[src/rtl/tc_mi_rr_arbiter_pkg.sv]
// Shared tc_defines widths and the constants used by the round-robin initiator arbiter.
// The build macro TC_ARB_WATCHDOG_EN is consumed by tc_mi_rr_arbiter, not here.
`ifndef TC_DEFINES_ARB_SV
`define TC_DEFINES_ARB_SV
`ifndef TC_AW
`define TC_AW 32
`endif
`ifndef TC_DW
`define TC_DW 32
`endif
`ifndef TC_BSW
`define TC_BSW 4
`endif
`define TC_ARB_N 4
`define TC_ARB_IDLE 1'b0
`define TC_ARB_BUSY 1'b1
`endif

package tc_mi_rr_arbiter_pkg;

   localparam int ARB_AW  = `TC_AW;
   localparam int ARB_DW  = `TC_DW;
   localparam int ARB_BSW = `TC_BSW;
   localparam int ARB_N   = `TC_ARB_N;

   typedef enum logic {
      ARB_IDLE = `TC_ARB_IDLE,
      ARB_BUSY = `TC_ARB_BUSY
   } arb_state_t;

endpackage

[src/rtl/tc_mi_rr_arbiter_pick.sv]
// tc_rr_pick: combinational round-robin picker, first requester after the last owner wins.
module tc_rr_pick
   import tc_mi_rr_arbiter_pkg::*;
(
   input  logic [ARB_N-1:0] i_req,
   input  logic [1:0]       i_last,
   output logic [ARB_N-1:0] o_grant,
   output logic [1:0]       o_idx,
   output logic             o_valid
);

   logic [1:0] w_cand;

   // Search last+1, last+2, ... wrapping mod 4; the 2-bit add does the wrap.
   always_comb begin
      o_grant = '0;
      o_idx   = '0;
      o_valid = 1'b0;
      w_cand  = '0;
      for (int k = 1; k <= ARB_N; k++) begin
         w_cand = i_last + 2'(k);
         if (!o_valid && i_req[w_cand]) begin
            o_valid         = 1'b1;
            o_grant[w_cand] = 1'b1;
            o_idx           = w_cand;
         end
      end
   end

endmodule

[src/rtl/tc_mi_rr_arbiter.sv]
// Four-initiator round-robin Wishbone arbiter, ownership held for a whole cyc.
// Optional hung-access watchdog enabled with `define TC_ARB_WATCHDOG_EN.
module tc_mi_rr_arbiter
   import tc_mi_rr_arbiter_pkg::*;
#(
   parameter int unsigned WD_W     = 16,
   parameter logic [15:0] WD_LIMIT = 16'd1023
)
(
   input  logic              wb_clk_i,
   input  logic              wb_rst_i,
   input  logic              i0_wb_cyc_i,
   input  logic              i0_wb_stb_i,
   input  logic [ARB_AW-1:0]  i0_wb_adr_i,
   input  logic [ARB_BSW-1:0] i0_wb_sel_i,
   input  logic              i0_wb_we_i,
   input  logic [ARB_DW-1:0]  i0_wb_dat_i,
   output logic [ARB_DW-1:0]  i0_wb_dat_o,
   output logic              i0_wb_ack_o,
   output logic              i0_wb_err_o,
   input  logic              i1_wb_cyc_i,
   input  logic              i1_wb_stb_i,
   input  logic [ARB_AW-1:0]  i1_wb_adr_i,
   input  logic [ARB_BSW-1:0] i1_wb_sel_i,
   input  logic              i1_wb_we_i,
   input  logic [ARB_DW-1:0]  i1_wb_dat_i,
   output logic [ARB_DW-1:0]  i1_wb_dat_o,
   output logic              i1_wb_ack_o,
   output logic              i1_wb_err_o,
   input  logic              i2_wb_cyc_i,
   input  logic              i2_wb_stb_i,
   input  logic [ARB_AW-1:0]  i2_wb_adr_i,
   input  logic [ARB_BSW-1:0] i2_wb_sel_i,
   input  logic              i2_wb_we_i,
   input  logic [ARB_DW-1:0]  i2_wb_dat_i,
   output logic [ARB_DW-1:0]  i2_wb_dat_o,
   output logic              i2_wb_ack_o,
   output logic              i2_wb_err_o,
   input  logic              i3_wb_cyc_i,
   input  logic              i3_wb_stb_i,
   input  logic [ARB_AW-1:0]  i3_wb_adr_i,
   input  logic [ARB_BSW-1:0] i3_wb_sel_i,
   input  logic              i3_wb_we_i,
   input  logic [ARB_DW-1:0]  i3_wb_dat_i,
   output logic [ARB_DW-1:0]  i3_wb_dat_o,
   output logic              i3_wb_ack_o,
   output logic              i3_wb_err_o,
   output logic              t_wb_cyc_o,
   output logic              t_wb_stb_o,
   output logic [ARB_AW-1:0]  t_wb_adr_o,
   output logic [ARB_BSW-1:0] t_wb_sel_o,
   output logic              t_wb_we_o,
   output logic [ARB_DW-1:0]  t_wb_dat_o,
   input  logic [ARB_DW-1:0]  t_wb_dat_i,
   input  logic              t_wb_ack_i,
   input  logic              t_wb_err_i,
   output logic [ARB_N-1:0]   grant_o
);

   arb_state_t         r_state;
   arb_state_t         w_state_nxt;
   logic [ARB_N-1:0]   r_grant;
   logic [ARB_N-1:0]   w_grant_nxt;
   logic [1:0]         r_idx;
   logic [1:0]         w_idx_nxt;
   logic [1:0]         r_last;
   logic [1:0]         w_last_nxt;

   logic [ARB_N-1:0]   w_cyc;
   logic [ARB_N-1:0]   w_stb;
   logic [ARB_N-1:0]   w_we;
   logic [ARB_AW-1:0]  w_adr [ARB_N];
   logic [ARB_BSW-1:0] w_sel [ARB_N];
   logic [ARB_DW-1:0]  w_dat [ARB_N];

   logic [ARB_N-1:0]   w_pick_grant;
   logic [1:0]         w_pick_idx;
   logic               w_pick_valid;
   logic               w_busy;
   logic               w_own_cyc;
   logic               w_wd_fire;

   assign w_cyc    = {i3_wb_cyc_i, i2_wb_cyc_i, i1_wb_cyc_i, i0_wb_cyc_i};
   assign w_stb    = {i3_wb_stb_i, i2_wb_stb_i, i1_wb_stb_i, i0_wb_stb_i};
   assign w_we     = {i3_wb_we_i,  i2_wb_we_i,  i1_wb_we_i,  i0_wb_we_i};
   assign w_adr[0] = i0_wb_adr_i;
   assign w_adr[1] = i1_wb_adr_i;
   assign w_adr[2] = i2_wb_adr_i;
   assign w_adr[3] = i3_wb_adr_i;
   assign w_sel[0] = i0_wb_sel_i;
   assign w_sel[1] = i1_wb_sel_i;
   assign w_sel[2] = i2_wb_sel_i;
   assign w_sel[3] = i3_wb_sel_i;
   assign w_dat[0] = i0_wb_dat_i;
   assign w_dat[1] = i1_wb_dat_i;
   assign w_dat[2] = i2_wb_dat_i;
   assign w_dat[3] = i3_wb_dat_i;

   tc_rr_pick u_pick (
      .i_req   (w_cyc),
      .i_last  (r_last),
      .o_grant (w_pick_grant),
      .o_idx   (w_pick_idx),
      .o_valid (w_pick_valid)
   );

   assign w_busy    = (r_state == ARB_BUSY);
   assign w_own_cyc = w_cyc[r_idx];

   // Grant only from IDLE so a dead cycle always separates two owners.
   always_comb begin
      w_state_nxt = r_state;
      w_grant_nxt = r_grant;
      w_idx_nxt   = r_idx;
      w_last_nxt  = r_last;
      case (r_state)
         ARB_IDLE: begin
            if (w_pick_valid) begin
               w_state_nxt = ARB_BUSY;
               w_grant_nxt = w_pick_grant;
               w_idx_nxt   = w_pick_idx;
            end
         end
         ARB_BUSY: begin
            if (!w_own_cyc) begin
               w_state_nxt = ARB_IDLE;
               w_grant_nxt = '0;
               w_last_nxt  = r_idx;
            end
         end
         default: w_state_nxt = ARB_IDLE;
      endcase
   end

   always_ff @(posedge wb_clk_i) begin
      if (wb_rst_i) begin
         r_state <= ARB_IDLE;
         r_grant <= '0;
         r_idx   <= '0;
         r_last  <= 2'd3;
      end else begin
         r_state <= w_state_nxt;
         r_grant <= w_grant_nxt;
         r_idx   <= w_idx_nxt;
         r_last  <= w_last_nxt;
      end
   end

`ifdef TC_ARB_WATCHDOG_EN
   logic [WD_W-1:0] r_wd_cnt;

   assign w_wd_fire = w_busy && (r_wd_cnt == WD_W'(WD_LIMIT));

   // Counts only consecutive stalled strobes; any progress or the fire cycle restarts it.
   always_ff @(posedge wb_clk_i) begin
      if (wb_rst_i) begin
         r_wd_cnt <= '0;
      end else if (!w_busy || w_wd_fire || !t_wb_stb_o || t_wb_ack_i || t_wb_err_i) begin
         r_wd_cnt <= '0;
      end else begin
         r_wd_cnt <= r_wd_cnt + WD_W'(1);
      end
   end
`else
   logic w_unused_wd;

   assign w_wd_fire   = 1'b0;
   assign w_unused_wd = ^{WD_LIMIT, 32'(WD_W)};
`endif

   assign t_wb_cyc_o = w_busy & w_own_cyc;
   assign t_wb_stb_o = w_busy & w_own_cyc & w_stb[r_idx] & ~w_wd_fire;
   assign t_wb_adr_o = w_busy ? w_adr[r_idx] : '0;
   assign t_wb_sel_o = w_busy ? w_sel[r_idx] : '0;
   assign t_wb_we_o  = w_busy & w_we[r_idx];
   assign t_wb_dat_o = w_busy ? w_dat[r_idx] : '0;
   assign grant_o    = r_grant;

   // r_grant is zero outside BUSY, so it alone steers the return path.
   assign i0_wb_dat_o = r_grant[0] ? t_wb_dat_i : '0;
   assign i1_wb_dat_o = r_grant[1] ? t_wb_dat_i : '0;
   assign i2_wb_dat_o = r_grant[2] ? t_wb_dat_i : '0;
   assign i3_wb_dat_o = r_grant[3] ? t_wb_dat_i : '0;
   assign i0_wb_ack_o = r_grant[0] & t_wb_ack_i;
   assign i1_wb_ack_o = r_grant[1] & t_wb_ack_i;
   assign i2_wb_ack_o = r_grant[2] & t_wb_ack_i;
   assign i3_wb_ack_o = r_grant[3] & t_wb_ack_i;
   assign i0_wb_err_o = r_grant[0] & (t_wb_err_i | w_wd_fire);
   assign i1_wb_err_o = r_grant[1] & (t_wb_err_i | w_wd_fire);
   assign i2_wb_err_o = r_grant[2] & (t_wb_err_i | w_wd_fire);
   assign i3_wb_err_o = r_grant[3] & (t_wb_err_i | w_wd_fire);

endmodule

[config.mk]
export PLATFORM = sky130hd
export DESIGN_NAME = tc_mi_rr_arbiter
export DESIGN_NICKNAME = d
export VERILOG_FILES = /design/src/rtl/tc_mi_rr_arbiter_pkg.sv /design/src/rtl/tc_mi_rr_arbiter_pick.sv /design/src/rtl/tc_mi_rr_arbiter.sv
export SDC_FILE = /design/constraint.sdc
export NUM_CORES = 1
export LEC_CHECK = 0
export CAP_MARGIN = 15
export CORE_AREA = 2 2 206 208
export DETAILED_ROUTE_END_ITERATION = 10
export DIE_AREA = 0 0 208 210
export PLACE_DENSITY_LB_ADDON = 0.15
export SLEW_MARGIN = 10
export SYNTH_ARGS = -nofsm -noshare
export SYNTH_HDL_FRONTEND = slang
export SYNTH_SLANG_ARGS = --single-unit
[constraint.sdc]
create_clock -name wb_clk_i -period 2.4 [get_ports wb_clk_i]
set_input_delay 0.48 -clock wb_clk_i [delete_from_list [all_inputs] [get_ports wb_clk_i]]
set_output_delay 0.48 -clock wb_clk_i [all_outputs]
set_load 0.05 [all_outputs]
==> flow_summary.yaml <==
timing:
  layout_min_cycle_time_ps: 2350
  setup_viol: 0
  fin_ws_ps: 47.4
  maxSlewViolCount: 0
  finalClockSkew_ps: 0.810
  hold_violations: 0
  fmax_mhz: 425
  worstMarginPinSlew_ps: 479
  relSlewSlack: 0.680
  post-route-period-util: 0.980
  fin_setup_tns_ps: 0
global_routing:
  antenna_found_initial: 7
  grt_overflow: 0
  grt_max_degree: 74
  grt_pass1_vias: 6019
  grt_pass1_wl_um: 44100
  grt.total_usage: 0.137
critical_path:
  r2r-end: "grant_o[1]"
  required_ps: 1920
  startpoint: "r_idx[0]"
  reg2reg_from: "r_last[0]"
  end_kind: "primary output"
  cp-start-kind: "flop"
  worstPathArrival_ps: 1870
  r2r_cells: 7
  crit_fanout: 11
  r2r_slack_ps: 270
  path_class: "reg -> out"
clock_network:
  numCtsBuffers: 3
  ctsHtreeMaxLevel: 1
  clkTransAtPathRegs_ps: 40
  cts_max_path_buffers: 2
  cts_root_buf: "clkbuf_16"
  cts_tree: "done"
  clock_latency_ps: 230
  clkSinkCount: 9
worst_hold_path:
  min_from: "grant_o[3]"
  worst_hold_path.num_cells: 2
  hold_class: "reg -> reg"
  hold_path_end: "grant_o[3]"
finish:
  nets: 1264
  layout-drive-gt1-share: 0.366
  area_growth_pct: 196
yosys:
  synth_top_flop_cell: "dfxtp_1"
  async_flop_share: 0
  netlist_area_um2: 3890
  synth_cell_types: 38
  synth_nets: 731
  synth_edf_count: 0
  synth_commonest_cells: "and2_1 (205), mux4_2 (75), clkbuf_1 (27)"
  syn_inst: 403
  ys_ff_latch: 9
  synth_area_leader_cell: "mux4_2"
  yosys.area.top_type_share: 0.434
  yosysSeqAreaShare: 0.0463
  yosys_warnings: 0
  syn_avg_cell_area_um2: 9.66
  yosys.cell_count.top_type: "and2_1"
  yosys-top-cells-area: "mux4_2 (43%), and2_1 (33%), dfxtp_1 (4.6%), clkbuf_1 (2.6%), ha_1 (2.6%)"
drt:
  drt-pass1-iter-count: 4
  vias: 5493
  detail-route-antenna-nets: 0
  viasPerCell: 3.71
  drt_iter0_drc: 216
  wire_per_inst_um: 21.8
  wl_um: 32200
  drc_errors: 0
floorplan:
  initial_core_util: 0.0938
  fp.dieW_um: 208
  io_pins: 531
  rows: 75
  die_area_um2: 43700
  core_area_um2: 41500
  die_h_um: 210
place:
  pre_cts_ws_ps: -131
  place_congestion: 0.819
  port_buffers: 530
  hpwl_um: 27500
pwr:
  vdd.ir_drop.worst_v: 0.000249
  power_mw: 8.41
  p_per_area_nw_per_um2: 731
  power.leakage_nw: 4.39
flow_run:
  cap_violations: 0
run_status:
  status: "completed"
==> cells in the final DEF, fill, tap and decap left out, types with 5 or more instances in the layout <==
| master | count |
|---|---|
| ha_1 | 7 |
| and2_1 | 204 |
| buf_12 | 148 |
| mux4_2 | 75 |
| nand2b_1 | 6 |
| a21oi_1 | 6 |
| diode_2 | 6 |
| buf_4 | 96 |
| clkdlybuf4s50_1 | 315 |
| inv_1 | 8 |
| clkbuf_16 | 5 |
| dfxtp_1 | 6 |
==> where the power goes <==
group          switching [mW]  total [mW]  internal [mW]
Clock                  0.0746       0.297          0.222
Combinational            4.21        7.84           3.63
Sequential             0.0732       0.271          0.198
==> metrics by stage <==
step	utilization	instance area (µm²)	instances	hold slack (ps)
6_report	0.277	11500	1480	538
5_1_grt	0.277	11500	1477	562
4_1_cts	0.274	11400	1469	543
3_5_place_dp	0.272	11300	1464	535
3_3_place_gp	0.272	11300	1464	539
2_1_floorplan	-	3900	403	776
==> worst max-delay path: stages, from the launching register on <==
cell and delay, ps:
dfxtp_4 360, buf_12 130, buf_6 200, mux4_2 570, and2_1 180, buf_4 180
==> cell type report <==
cell class	instances	area, µm²
sequential	9	189
timing repair buffer	569	7010
multi-input combinational	345	3510
clock buffer	4	78.8
inverter	8	30.0
antenna	6	15.0
tap	539	674
fill	4347	30000
==> cells by family (layout without fill, tap and decap cells) <==
kind of cell	Yosys count	after routing	share of synthesized area
AOI/OAI and AO/OA	30	30	0.0650
adders and majority gates	8	8	0.0257
buffers and inverters	49	581	0.0553
DFF	9	9	0.0463
muxes	77	77	0.440
other	0	6	0
and+or+nand+nor	230	230	0.368
==> how the worst max path moves through the flow <==
stage,endpoint,slack (ps),cells after the start
2_1_floorplan,grant_o[1],30,8
3_3_place_gp,grant_o[1],-120,6
3_5_place_dp,grant_o[1],-130,6
4_1_cts,t_wb_we_o,-40,4
5_1_grt,t_wb_adr_o[1],-8,5
6_report,t_wb_adr_o[1],50,5
==> flip-flops by register name, indices dropped and copies added, names as in the netlist <==
signal   count
r_state      1
r_last       2
r_idx        2
grant_o      4
==> routing by layer <==
layer / vias to the layer above / track usage / wire length [µm]
met1: 2589 / 0.140 / 11200
li1: 2535 / - / -
met5: - / 0 / 36
met2: 341 / 0.265 / 17300
met4: 6 / 0.0252 / 530
met3: 22 / 0.0510 / 3160
==> timing repair <==
item | CTS | global route
hold buffers | 0 | 0
gates resized for setup | 2 | 6
buffers inserted | 1 | 3
gates cloned | 0 | 2
setup endpoints to repair | 9 | 18
Note: power is estimated with default switching activity, not from simulation.
